[src/rtl/conv_bias_ctrl_pkg.sv]
// conv_bias_ctrl_pkg: shared constants and FSM encoding for the bias controller.
// Latency: n/a (declarations only).
// Backpressure: n/a.
// Contents: PICTURE_NUM, GROUP_SHIFT (channels per group = 1 << GROUP_SHIFT), state_t.
package conv_bias_ctrl_pkg;

  localparam int PICTURE_NUM = 1;
  localparam int GROUP_SHIFT = 3;

  typedef enum logic [2:0] {
    IDLE      = 3'd0,
    WAIT_FIFO = 3'd1,
    READ      = 3'd2,
    NEXT_GRP  = 3'd3,
    FLUSH     = 3'd4,
    DONE      = 3'd5
  } state_t;

endpackage

[src/rtl/bias_valid_delay.sv]
// bias_valid_delay: fixed-depth shift register that turns the FIFO read strobe into the
//   adder output-valid.
// Latency: dout = din delayed by exactly DEPTH cycles.
// Backpressure: none; it shifts every cycle regardless of downstream readiness.
// Ports: clk, rst (sync, active-high, clears all stages), din (read strobe), dout (valid).
module bias_valid_delay #(
  parameter int DEPTH = 3
) (
  input  logic clk,
  input  logic rst,
  input  logic din,
  output logic dout
);

  logic [DEPTH-1:0] stage;

  // Shift-and-insert form keeps DEPTH=1 legal without a special case.
  always_ff @(posedge clk) begin
    if (rst) begin
      stage <= '0;
    end else begin
      stage <= (stage << 1) | DEPTH'(din);
    end
  end

  assign dout = stage[DEPTH-1];

endmodule

[src/rtl/conv_bias_ctrl.sv]
// conv_bias_ctrl: walks rows x groups of one conv layer, reading one burst of bias words per
//   (row, group) from the bias FIFO and tracking the adder output-valid.
// Latency: M_Valid = rd_en_fifo delayed 1+ADD_LATENCY cycles; Done follows the last M_Valid.
// Backpressure: with CONV_BIAS_BACKPRESSURE_EN defined, M_Ready=0 stalls READ (no read, no
//   counter advance) while the valid pipeline keeps draining; without it M_Ready is ignored.
// Ports: clk, rst (sync, active-high); Start pulse latches Channel_Out_Num_REG,
//   Row_Num_Out_REG, S_Count_Fifo; fifo_ready, M_Ready in; rd_en_fifo, bias_addr (group index),
//   M_Valid, Next_Reg, Busy, Done out.
module conv_bias_ctrl
  import conv_bias_ctrl_pkg::*;
#(
  parameter int CHANNEL_OUT_NUM       = 8,
  parameter int WIDTH_FEATURE_SIZE    = 12,
  parameter int WIDTH_CHANNEL_NUM_REG = 10,
  parameter int ADD_LATENCY           = 2
) (
  input  logic                             clk,
  input  logic                             rst,
  input  logic                             Start,
  input  logic [WIDTH_CHANNEL_NUM_REG-1:0] Channel_Out_Num_REG,
  input  logic [WIDTH_FEATURE_SIZE-1:0]    Row_Num_Out_REG,
  input  logic [WIDTH_FEATURE_SIZE-1:0]    S_Count_Fifo,
  input  logic                             fifo_ready,
  input  logic                             M_Ready,
  output logic                             rd_en_fifo,
  output logic [WIDTH_CHANNEL_NUM_REG-1:0] bias_addr,
  output logic                             M_Valid,
  output logic                             Next_Reg,
  output logic                             Busy,
  output logic                             Done
);

  localparam int FW  = WIDTH_FEATURE_SIZE;
  localparam int CW  = WIDTH_CHANNEL_NUM_REG;
  localparam int FLW = $clog2(ADD_LATENCY + 2);

  state_t          state;
  state_t          state_nxt;
  logic [CW-1:0]   ch_reg;
  logic [CW-1:0]   grp_cnt;
  logic [CW-1:0]   grp_num;
  logic [FW-1:0]   row_reg;
  logic [FW-1:0]   cnt_reg;
  logic [FW-1:0]   row_cnt;
  logic [FW-1:0]   word_cnt;
  logic [FLW-1:0]  flush_cnt;
  logic            rd_ok;
  logic            last_word;
  logic            last_grp;
  logic            last_row;
  logic            empty_layer;

  // Fewer channels than one full group still needs one bias group.
  assign grp_num     = (ch_reg < CW'(CHANNEL_OUT_NUM)) ? CW'(1) : (ch_reg >> GROUP_SHIFT);
  assign last_word   = (word_cnt == cnt_reg - FW'(1));
  assign last_grp    = (grp_cnt == grp_num - CW'(1));
  assign last_row    = (row_cnt == row_reg - FW'(1));
  assign empty_layer = (row_reg == '0) || (cnt_reg == '0);

`ifdef CONV_BIAS_BACKPRESSURE_EN
  assign rd_ok = (state == READ) && M_Ready;
`else
  logic unused_m_ready;
  assign unused_m_ready = M_Ready;
  assign rd_ok = (state == READ);
`endif

  // State register
  always_ff @(posedge clk) begin
    if (rst) begin
      state <= IDLE;
    end else begin
      state <= state_nxt;
    end
  end

  // Next-state logic
  always_comb begin
    state_nxt = state;
    case (state)
      IDLE:      if (Start) state_nxt = WAIT_FIFO;
      WAIT_FIFO: begin
        if (empty_layer)     state_nxt = DONE;
        else if (fifo_ready) state_nxt = READ;
      end
      READ:      if (rd_ok && last_word) state_nxt = NEXT_GRP;
      NEXT_GRP:  state_nxt = (last_grp && last_row) ? FLUSH : WAIT_FIFO;
      FLUSH:     if (flush_cnt == FLW'(ADD_LATENCY)) state_nxt = DONE;
      DONE:      state_nxt = IDLE;
      default:   state_nxt = IDLE;
    endcase
  end

  // Output logic
  always_comb begin
    rd_en_fifo = rd_ok;
    Busy       = (state != IDLE);
    Done       = (state == DONE);
    Next_Reg   = (state == DONE);
  end

  // Layer configuration and counters. The group counter doubles as the registered bias
  // address; it only moves in NEXT_GRP, so the burst's last word (whose bias is fetched
  // one cycle after its read) still sees its own group.
  always_ff @(posedge clk) begin
    if (rst) begin
      ch_reg    <= '0;
      row_reg   <= '0;
      cnt_reg   <= '0;
      grp_cnt   <= '0;
      row_cnt   <= '0;
      word_cnt  <= '0;
      flush_cnt <= '0;
    end else begin
      case (state)
        IDLE: begin
          if (Start) begin
            ch_reg    <= Channel_Out_Num_REG;
            row_reg   <= Row_Num_Out_REG;
            cnt_reg   <= S_Count_Fifo;
            grp_cnt   <= '0;
            row_cnt   <= '0;
            word_cnt  <= '0;
            flush_cnt <= '0;
          end
        end
        READ: begin
          if (rd_ok) word_cnt <= last_word ? '0 : word_cnt + FW'(1);
        end
        NEXT_GRP: begin
          if (last_grp) begin
            grp_cnt <= '0;
            if (!last_row) row_cnt <= row_cnt + FW'(1);
          end else begin
            grp_cnt <= grp_cnt + CW'(1);
          end
        end
        FLUSH: flush_cnt <= flush_cnt + FLW'(1);
        default: ;
      endcase
    end
  end

  assign bias_addr = grp_cnt;

  bias_valid_delay #(
    .DEPTH (1 + ADD_LATENCY)
  ) u_valid_delay (
    .clk  (clk),
    .rst  (rst),
    .din  (rd_en_fifo),
    .dout (M_Valid)
  );

endmodule
[config.mk]
export PLATFORM = sky130hd
export DESIGN_NAME = conv_bias_ctrl
export DESIGN_NICKNAME = d
export VERILOG_FILES = /design/src/rtl/conv_bias_ctrl_pkg.sv /design/src/rtl/bias_valid_delay.sv /design/src/rtl/conv_bias_ctrl.sv
export SDC_FILE = /design/constraint.sdc
export NUM_CORES = 1
export LEC_CHECK = 0
export ABC_CLOCK_PERIOD_IN_PS = 2700
export CAP_MARGIN = 40
export CORE_MARGIN = 5
export CORE_UTILIZATION = 36
export DETAILED_ROUTE_END_ITERATION = 12
export PLACE_DENSITY_LB_ADDON = 0.2
export SLEW_MARGIN = 15
export SYNTH_ARGS = -nofsm -noshare
export SYNTH_HDL_FRONTEND = slang
export SYNTH_SLANG_ARGS = --single-unit
[constraint.sdc]
create_clock -name clk -period 2.7 [get_ports clk]
set_input_delay 0.405 -clock clk [delete_from_list [all_inputs] [get_ports clk]]
set_output_delay 0.405 -clock clk [all_outputs]
set_load 0.05 [all_outputs]
Word level (Yosys, flattened, before mapping)
Cells that the tools add are included.
- input port bits: 39
- word-level logic and storage cells: 68
- register bits after elaboration: 76
- equal/unequal tests: 15
- reductions and logical operators: 16
- add/sub/neg operators: 7
- order comparisons: 1
- bitwise operators: 1
- muxes and demuxes: 19
- operators with widths (kind ; number):
    2-to-1 mux 12 bit ; 4
    case mux 12 bit (2 select lines) ; 2
    adder 12 x 1 -> 12 bit, second input constant ; 2
    == test 12 bit ; 2
    zero test 12 bit ; 2
    subtractor 12 x 1 -> 12 bit, second input constant ; 2
    2-to-1 mux 10 bit ; 2
    case mux 10 bit (2 select lines) ; 1
    2-to-1 mux 3 bit ; 6
    case mux 3 bit (5 select lines) ; 1
    adder 10 x 1 -> 10 bit, second input constant ; 1
    == test 10 bit ; 1
    less-than comparator 10 x 4 -> 1 bit, second input constant ; 1
    inequality test 2 bit, second input constant ; 4
    AND reduction 2 bit ; 4
    AND reduction 4 bit ; 2
    subtractor 7 x 1 -> 8 bit, second input constant ; 1
    2-to-1 mux 7 bit ; 1
    == test 3 x 2 -> 1 bit, second input constant ; 2
    == test 3 bit, second input constant ; 2
    nonzero test 2 bit ; 3
    case mux 2 bit (2 select lines) ; 1
    == test 3 x 1 -> 1 bit, second input constant ; 1
    zero test 3 bit ; 1
    9 further kinds ; 10

Longest topological paths before layout
Gate-level depths: netlist of the first run.
- depth after elaboration: 7
- depth in mapped cells: 13

By module
From an unflattened synthesis of the first run, not the netlist that was laid out.
- cells, all modules: 563
- area total of the unflattened synthesis: 4391.7 µm²
- modules (own cells, without submodules) (module ; times used ; area each (µm²) ; seq. area each (µm²) ; cells an instance):
    conv_bias_ctrl ; 1 ; 4312.9 ; 1401.3 ; 557
    bias_valid_delay ; 1 ; 78.8 ; 60.1 ; 6

Least setup slack after synthesis of the first run
OpenSTA, ideal clock, no wires.
- kind: reg2reg
- start point: register ch_reg[6]
- end point: register row_cnt[11]
- buffers on the path: 1
- data required time: 2627 ps
- slack: -283 ps
- arrival time: 2910 ps
- period minus slack after synthesis: 2983 ps
- stages on the path, launching flop included: 12
- path through: dfxtp_1 buf_2 nor4_2 a21oi_1 ha_1 xnor2_1 nor4_1 o2111ai_1 nor4_4 o311ai_4 or4_1 a21oi_1
- longest elaborated chain between the ends: 6
- RTL lines (item ; line ; source):
    start: declaration ; conv_bias_ctrl.sv:39 ; logic [CW-1:0] ch_reg;
    start signal: assignment ; conv_bias_ctrl.sv:118 ; ch_reg <= Channel_Out_Num_REG;
    less-than comparator 10 x 4 -> 1 bit ; conv_bias_ctrl.sv:54 ; assign grp_num = (ch_reg < CW'(CHANNEL_OUT_NUM)) ? CW'(1) : (ch_reg >> GROUP_SHIFT);
    2-to-1 mux 7 bit * ; conv_bias_ctrl.sv:54 ;
    subtractor 7 x 1 -> 8 bit * ; conv_bias_ctrl.sv:56 ; assign last_grp = (grp_cnt == grp_num - CW'(1));
    == test 10 bit * ; conv_bias_ctrl.sv:56 ;
    inequality test 2 bit (no line) * ; -- ;
    AND reduction 4 bit (no line) * ; -- ;
    end signal: assignment ; conv_bias_ctrl.sv:133 ; if (!last_row) row_cnt <= row_cnt + FW'(1);
    end: declaration ; conv_bias_ctrl.sv:44 ; logic [FW-1:0] row_cnt;
Every way passes the cells marked *; elsewhere a longest branch is shown, timed or not.
A chain may end at the register's enable or synchronous reset.

Final worst setup path of the first run
- start point: register ch_reg[7]
- end point: register row_cnt[3]
Same word-level chain as after synthesis.

==> impl_metrics.csv, run 1 <==
group,metric,value,unit
place,dp_hpwl,8.639,mm
clock_tree,path_clk_slew,0.06,ns
outcome,violations,"negative setup slack",
sta,drv_slew,0,
critical_path,reg2reg_depth,11,
hold_path,hp-class,"reg -> reg",
routing,routedWlPerCell,15.11,um
sta,fmax,340.3,MHz
synth,synth_area_leaders,"dfxtp_1 34%, nand2_1 8.3%, a21oi_1 5.3%",
floorplan,num_io_pins,54,
critical_path,rrSetupSlack,-0.24,ns
sta,finalSetupViolations,13,
routing,via_per_inst,5.388,
synth,synth_area_per_cell,7.707,um^2
outcome,outcome,"finished, violations left",
grt,grt_antenna_before_repair,0,
sta,hold_viol_final,0,
sta,fin_crit,2.939,ns
cells_and_area,design_area,5911,um^2
critical_path,critPathLaunchType,"flop",
synth,synth_cells,563,
sta,setup_tns,-2.514,ns
pwr,p_leak,2.222,nW
sta,fin_crit_sh,108.9,%
place,place_area,5293,um^2
synth,yosysTopAreaCell,"dfxtp_1",
floorplan,die_x,119.8,um
grt,grt_use_total,16.91,%
hold_path,min_delay_worst_endpoint,"u_valid_delay.stage[1]",
sta,tightestPinTransition,0.6563,ns
pwr,ir_drop,0.3341,mV
floorplan,dieArea,14350,um^2
floorplan,rows,40,
cells_and_area,layout_commonest_cell,"nand2_1",
floorplan,core_area,11910,um^2
cells_and_area,most-common-layout-cells,"95 x nand2_1, 66 x dfxtp_1, 56 x buf_4",
synth,syn-num-nets,610,
grt,grt_overflow,0,
place,dpl_worst_slack,-0.3569,ns
critical_path,critPathKind,"reg -> reg",
sta,hold_slack,0.4370,ns
synth,ys.flop_type,"dfxtp_1",
critical_path,cp_max_fo,6,
pwr,power.total,0.004983,W
clock_tree,cts_made_buffers,9,
synth,synth-seq-cells,73,
routing,wl,12.16,mm
routing,antenna_left,0,
synth,syn_area,4339,um^2
synth,synth_warnings,0,
critical_path,cp.arrival,3.21,ns
cells_and_area,drive_above_1_share,21.88,%
synth,synth_edf_count,0,
synth,synth_cell_types,66,
flow_run,maxCapViolCount,0,
grt,grt_pass1_wl,19.76,mm
clock_tree,clock_latency,0.34,ns
grt,grt_pass1_vias,4185,
pwr,power.density,843.0,nW/um^2
sta,skew,0.003139,ns
critical_path,rr_startpoint,"ch_reg[7]",
clock_tree,clock_tree.buffer_depth,2,
clock_tree,cts_tree,"done",
sta,rsz0062_at_grt,"true",
cells_and_area,n_antenna_cell,0,
hold_path,min_path_cells,1,
routing,drtIter0Drc,310,
clock_tree,h-tree-depth,3,
clock_tree,numClockSinks,73,
synth,synth_top_area_share,33.68,%
cells_and_area,layout.nets,700,
clock_tree,cts-root-buf,"clkbuf_16",
hold_path,min-delay-start,"u_valid_delay.stage[0]",
floorplan,die_y,119.8,um
sta,final.setup.worst_slack,-0.2390,ns
routing,dr.pass1.iters,6,
floorplan,initial_core_util,36.43,%
clock_tree,holdBufCountCts,0,
place,numPortBuffers,49,
sta,maxSlewHeadroom,55.68,%
place,place.gp.congestion,0.8817,
routing,vias,4337,
routing,drc,0,
critical_path,cp_data_required_time,2.97,ns
grt,grt_start_max_net_pins,32,
critical_path,timing.rr.end,"row_cnt[3]",
synth,yosysSeqAreaShare,33.68,%
critical_path,worstSetupEndpointType,"flop",
synth,synthArstFlopShare,0,%
cells_and_area,syn2layout_area_growth,36.22,%
worst max-delay path by stage:
stage,startpoint,to,slack [ns],depth (start not counted)
6_report,ch_reg[7],row_cnt[3],-0.24,11
5_1_grt,ch_reg[7],row_cnt[3],-0.38,11
4_1_cts,ch_reg[8],row_cnt[11],-0.21,10
3_5_place_dp,ch_reg[8],row_cnt[11],-0.36,10
3_3_place_gp,row_reg[0],row_cnt[6],-0.25,10
2_1_floorplan,ch_reg[8],row_cnt[11],-0.02,10
stage by stage:
step                      std cells  utilization [%]
after floorplan                 563                -
after global placement          780            44.43
after detailed placement        780            44.43
after CTS                       802            48.06
after global routing            805            49.62
final                           805            49.62
final cells by class:
cell class / instances / area [um^2]
fillers: 1146 / 6001
multi-input cells: 437 / 2885
flip-flops and latches: 73 / 1473
repair buffers: 110 / 962.2
clock buffers: 14 / 284.0
well taps: 147 / 183.9
inverters: 22 / 87.58
clock inverters: 2 / 35.03
critical path, cell delays in order, from the launching register on:
cell and delay, ns:
dfxtp_2 0.33, nor4_4 0.30, a21oi_2 0.12, ha_4 0.25
xnor2_4 0.13, nor4_4 0.25, o2111ai_2 0.20, nor4_4 0.40
o311ai_4 0.23, buf_6 0.18, or3_4 0.36, a21oi_2 0.11
cells in the mapped netlist (all sizes together) (11+ instances only):
master / count
a21oi: 53
a31oi: 11
clkbuf: 25
dfxtp: 73
inv: 22
nand2: 96
nand3: 26
nor2: 33
nor3: 23
o21ai: 26
or3: 12
xnor2: 20
xor2: 21
layer usage:
layer	wire (um)	up-vias	share of wire, %	track usage, %
li1	-	2167	-	-
met1	5459	2064	45	20.69
met2	6043	86	50	28.99
met3	445	20	3.7	4.477
met4	214	0	1.8	5.297
met5	0	-	0	0
power by group:
| part | internal [W] | total (W) | switching (W) |
|---|---|---|---|
| combinational | 0.00107 | 0.00235 | 0.00128 |
| clock | 0.000815 | 0.00127 | 0.000453 |
| sequential | 0.00121 | 0.00137 | 0.000158 |
kinds of logic (layout without fill, tap and decap cells):
kind of cell | after synthesis | in the layout | synth area share, %
compound gates | 130 | 131 | 19.55
xor+xnor | 41 | 41 | 8.276
fa+ha+maj | 8 | 8 | 2.307
buf+inv | 54 | 148 | 5.536
flops | 73 | 73 | 33.68
mux | 2 | 2 | 0.4614
simple gates | 255 | 255 | 30.19
repair_timing:
item	4_1_cts	5_1_grt
pin swaps	4	23
setup buffers	5	2
gates resized for setup	10	37
gates cloned	1	1
endpoints found under the setup margin	21	31
(Power assumes the default switching activity.)
==> run 2, diff against run 1 <==
- CAP_MARGIN: 40 -> 20
- CORE_MARGIN: 5 -> 2
- PLACE_DENSITY_LB_ADDON: 0.2 -> default
==> impl_metrics.csv, run 2 (synthesized netlist as in run 1, its figures left out) <==
group,metric,value,unit
critical_path,crit_path_start,"row_reg[0]",
floorplan,die_y,113.8,um
sta,tightestPinTransition,0.5700,ns
sta,hold_slack,0.4356,ns
critical_path,cp_max_fo,7,
place,place.gp.congestion,0.8481,
routing,drc,0,
pwr,power.density,836.7,nW/um^2
routing,vias,4244,
sta,finalSetupViolations,11,
cells_and_area,most-common-layout-cells,"96 x nand2_1, 66 x dfxtp_1, 54 x buf_4",
cells_and_area,layout_commonest_cell,"nand2_1",
floorplan,initial_core_util,36.43,%
sta,maxSlewHeadroom,62.00,%
routing,dr.pass1.iters,4,
outcome,outcome,"finished, violations left",
cells_and_area,syn2layout_area_growth,33.74,%
pwr,p_leak,2.196,nW
critical_path,worstSetupEndpointType,"flop",
place,numPortBuffers,49,
clock_tree,path_clk_slew,0.06,ns
routing,antenna_left,0,
floorplan,die_x,113.8,um
routing,routedWlPerCell,14.00,um
sta,fin_crit,2.796,ns
clock_tree,cts-root-buf,"clkbuf_16",
sta,rsz0062_at_grt,"true",
critical_path,cp_data_required_time,2.97,ns
critical_path,critPathLaunchType,"flop",
critical_path,cp.arrival,3.06,ns
grt,grt_start_max_net_pins,32,
routing,wl,11.24,mm
place,dpl_worst_slack,-0.2840,ns
clock_tree,h-tree-depth,3,
floorplan,num_io_pins,54,
grt,grt_overflow,0,
critical_path,critPathKind,"reg -> reg",
clock_tree,cts_tree,"done",
sta,skew,0.005906,ns
cells_and_area,layout.nets,698,
place,dp_hpwl,8.065,mm
grt,grt_pass1_wl,18.84,mm
floorplan,core_area,11910,um^2
clock_tree,clock_tree.buffer_depth,2,
clock_tree,cts_made_buffers,9,
flow_run,maxCapViolCount,0,
outcome,violations,"negative setup slack",
floorplan,dieArea,12950,um^2
critical_path,rr_startpoint,"row_reg[0]",
clock_tree,holdBufCountCts,0,
sta,setup_tns,-0.7266,ns
routing,via_per_inst,5.285,
grt,grt_antenna_before_repair,0,
floorplan,rows,40,
cells_and_area,drive_above_1_share,19.82,%
grt,grt_use_total,18.14,%
pwr,ir_drop,0.4161,mV
clock_tree,clock_latency,0.34,ns
clock_tree,numClockSinks,73,
cells_and_area,postLayoutCoreUtil,48.72,%
cells_and_area,n_antenna_cell,0,
sta,fin_crit_sh,103.6,%
sta,hold_viol_final,0,
hold_path,min-delay-start,"u_valid_delay.stage[1]",
sta,final.setup.worst_slack,-0.09638,ns
hold_path,hp-class,"reg -> reg",
sta,drv_slew,0,
grt,grt_pass1_vias,4007,
sta,fmax,357.6,MHz
routing,drtIter0Drc,181,
[run 2: cell type report]
| type | instances | area (um^2) |
|---|---|---|
| timing repair buffer | 109 | 958.4 |
| clock buffer | 11 | 252.7 |
| fill | 1137 | 6108 |
| tap | 147 | 183.9 |
| multi-input combinational | 436 | 2794 |
| inverter | 22 | 87.58 |
| sequential | 73 | 1473 |
| clock inverter | 5 | 53.80 |
[run 2: worst paths after layout]
check                           endpoint  slack, ns  cells past startpoint
setup / recovery              row_cnt[2]       -0.1                     11
hold / removal    u_valid_delay.stage[2]       0.44                      1
hold reg to reg   u_valid_delay.stage[2]       0.44                      1
setup reg to reg              row_cnt[2]       -0.1                     11
[run 2: per-layer routing]
layer	global-route usage (%)	vias to the layer above	share of wire (%)
met3	4.729	10	4.2
met1	22.78	2001	46
met2	30.62	70	49
met4	5.610	0	1.2
met5	0	-	0
li1	-	2163	-
[run 2: power breakdown]
group / total (W) / switching, W / leakage (nW) / internal, W
logic: 0.00226 / 0.00122 / 1.44 / 0.00105
registers: 0.00136 / 0.000155 / 0.596 / 0.00121
clock network: 0.00123 / 0.000467 / 0.155 / 0.000762
[run 2: what timing repair did]
action	in CTS	in global routing
pin swaps	21	15
buffers inserted	10	2
setup endpoints to repair	21	24
cloned	1	0
gates resized for setup	18	13
endpoints found under the hold margin	0	0
[run 2: worst max-delay path, cell delays in order, from the launching register on]
cell	delay, ns
dfxtp_4	0.35
inv_4	0.04
ha_4	0.25
xor2_1	0.13
o211ai_1	0.10
or4_1	0.53
a2111o_1	0.35
o311ai_4	0.48
buf_6	0.19
buf_6	0.10
o21ai_2	0.04
a21oi_1	0.15
[run 2: per-stage QoR]
| stage | instance area, um^2 | instances | power (W) |
|---|---|---|---|
| 6_report | 5803 | 803 | 0.004856 |
| 5_1_grt | 5803 | 803 | 0.005187 |
| 4_1_cts | 5727 | 801 | 0.004882 |
| 3_5_place_dp | 5248 | 774 | 0.003499 |
| 3_3_place_gp | 5248 | 774 | 0.003462 |
| 2_1_floorplan | 4380 | 563 | 0.002804 |
==> run 3, diff against run 2 <==
- RECOVER_POWER: default -> 25
==> impl_metrics.csv, run 3 (synthesized netlist as in run 1, its figures left out) <==
group,metric,value,unit
sta,fmax,357.5,MHz
flow_run,maxCapViolCount,0,
critical_path,rrSetupSlack,-0.1,ns
critical_path,worstSetupEndpointType,"flop",
hold_path,min_path_cells,1,
floorplan,dieArea,12950,um^2
critical_path,timing.rr.end,"row_cnt[2]",
pwr,power.density,836.4,nW/um^2
floorplan,die_x,113.8,um
sta,skew,0.006001,ns
grt,grt_pass1_vias,4007,
place,place.gp.congestion,0.8481,
place,numPortBuffers,49,
critical_path,critPathLaunchType,"flop",
cells_and_area,layout_commonest_cell,"nand2_1",
routing,vias,4240,
sta,setup_tns,-0.7351,ns
critical_path,critPathMaxStageDelay,0.53,ns
critical_path,cp_data_required_time,2.97,ns
sta,rsz0062_at_grt,"true",
floorplan,num_io_pins,54,
place,dpl_worst_slack,-0.2840,ns
clock_tree,clock_tree.buffer_depth,2,
clock_tree,cts_tree,"done",
floorplan,initial_core_util,36.43,%
clock_tree,cts-root-buf,"clkbuf_16",
cells_and_area,postLayoutCoreUtil,48.70,%
clock_tree,cts_made_buffers,9,
sta,maxSlewHeadroom,54.51,%
critical_path,crit_top_cell,"buf_6",
cells_and_area,fillCellCount,1138,
routing,dr.pass1.iters,4,
grt,grt_overflow,0,
sta,hold_viol_final,0,
sta,fin_crit_sh,103.6,%
sta,tightestPinTransition,0.6823,ns
sta,drv_slew,0,
cells_and_area,n_antenna_cell,0,
sta,finalSetupViolations,11,
critical_path,slowest_stage,"or4_1",
sta,fin_crit,2.797,ns
grt,grt_use_total,18.14,%
floorplan,core_area,11910,um^2
pwr,ir_drop,0.4160,mV
outcome,outcome,"finished, violations left",
routing,routedWlPerCell,14.00,um
clock_tree,path_clk_slew,0.06,ns
critical_path,rr_startpoint,"row_reg[0]",
cells_and_area,design_area,5801,um^2
cells_and_area,most-common-layout-cells,"96 x nand2_1, 66 x dfxtp_1, 53 x buf_4",
floorplan,rows,40,
critical_path,reg2reg_depth,11,
routing,wl,11.24,mm
place,dp_hpwl,8.065,mm
critical_path,cp.arrival,3.06,ns
cells_and_area,syn2layout_area_growth,33.68,%
grt,grt_antenna_before_repair,0,
clock_tree,numClockSinks,73,
outcome,violations,"negative setup slack",
critical_path,critPathKind,"reg -> reg",
cells_and_area,layout.nets,698,
sta,final.setup.worst_slack,-0.09724,ns
routing,drtIter0Drc,181,
pwr,p_leak,2.195,nW
hold_path,min-delay-start,"u_valid_delay.stage[1]",
routing,antenna_left,0,
clock_tree,clock_latency,0.34,ns
critical_path,crit_chain,"inv_4 -> ha_4 -> xor2_1 -> o211ai_1 -> or4_1 -> a2111o_1 -> o311ai_4 -> buf_6 -> buf_6 -> o21ai_2 -> a21oi_1",
floorplan,die_y,113.8,um
routing,via_per_inst,5.280,
clock_tree,h-tree-depth,3,
critical_path,cp_max_fo,7,
grt,grt_pass1_wl,18.84,mm
cells_and_area,drive_above_1_share,19.82,%
grt,grt_start_max_net_pins,32,
hold_path,hp-class,"reg -> reg",
routing,drc,0,
hold_path,min_delay_worst_endpoint,"u_valid_delay.stage[2]",
place,place_area,5248,um^2
[run 3: cell types whose count changed in the layout (fill, tap and decap cells not counted)]
cell,change
buf_4,-1
clkbuf_2,+1
[run 3: repair_timing]
item                                    4_1_cts  5_1_grt
cloned                                        1        0
hold buffers                                  0        0
endpoints found under the setup margin       21       24
gates resized for setup                      18       13
pin swaps                                    21       15
buffers inserted                             10        2
[run 3: worst max-delay path by stage]
| stage | from | endpoint | slack [ns] |
|---|---|---|---|
| 2_1_floorplan | ch_reg[8] | row_cnt[11] | -0.02 |
| 3_3_place_gp | row_reg[0] | row_cnt[8] | -0.18 |
| 3_5_place_dp | ch_reg[8] | row_cnt[2] | -0.28 |
| 4_1_cts | ch_reg[6] | row_cnt[7] | -0.16 |
| 5_1_grt | row_reg[1] | row_cnt[2] | -0.25 |
| 6_report | row_reg[0] | row_cnt[2] | -0.1 |
[run 3: final cells by class]
cell class	count	area, um^2	share of cell area, %
tap	147	183.9	3.171
clock buffer	11	252.7	4.357
clock inverter	5	53.80	0.9275
timing repair buffer	109	955.9	16.48
inverter	22	87.58	1.510
sequential	73	1473	25.39
multi-input combinational	436	2794	48.17
[run 3: power by group]
part / total [W] / switching, W / leakage (nW) / internal, W
combinational: 0.00226 / 0.00122 / 1.44 / 0.00104
clock: 0.00123 / 0.000467 / 0.155 / 0.000762
sequential: 0.00136 / 0.000155 / 0.596 / 0.00121
[run 3: metrics by stage]
stage / cells / hold slack [ns] / total power [W]
after floorplan: 563 / 0.4138 / 0.002804
after detailed placement: 774 / 0.4239 / 0.003499
after global placement: 774 / 0.4208 / 0.003462
after CTS: 801 / 0.4381 / 0.004882
after global routing: 803 / 0.4474 / 0.005183
final: 803 / 0.4357 / 0.004851
[run 3: worst max-delay path, delay by kind of cell (launching register included)]
family | cells | cell delay (ns)
AND/OR/NAND/NOR | 1 | 0.53
buffers and inverters | 3 | 0.33
XOR/XNOR | 1 | 0.13
flip-flops | 1 | 0.35
adder cells (fa/ha/maj) | 1 | 0.25
AO/OA/AOI/OAI | 5 | 1.12
[run 3: routing by layer]
| layer | GRT usage [%] | share of wire [%] | vias to the layer above |
|---|---|---|---|
| met5 | 0 | 0 | - |
| met4 | 5.610 | 1.2 | 0 |
| met3 | 4.729 | 4.2 | 10 |
| met2 | 30.62 | 49 | 70 |
| met1 | 22.78 | 46 | 1997 |
| li1 | - | - | 2163 |
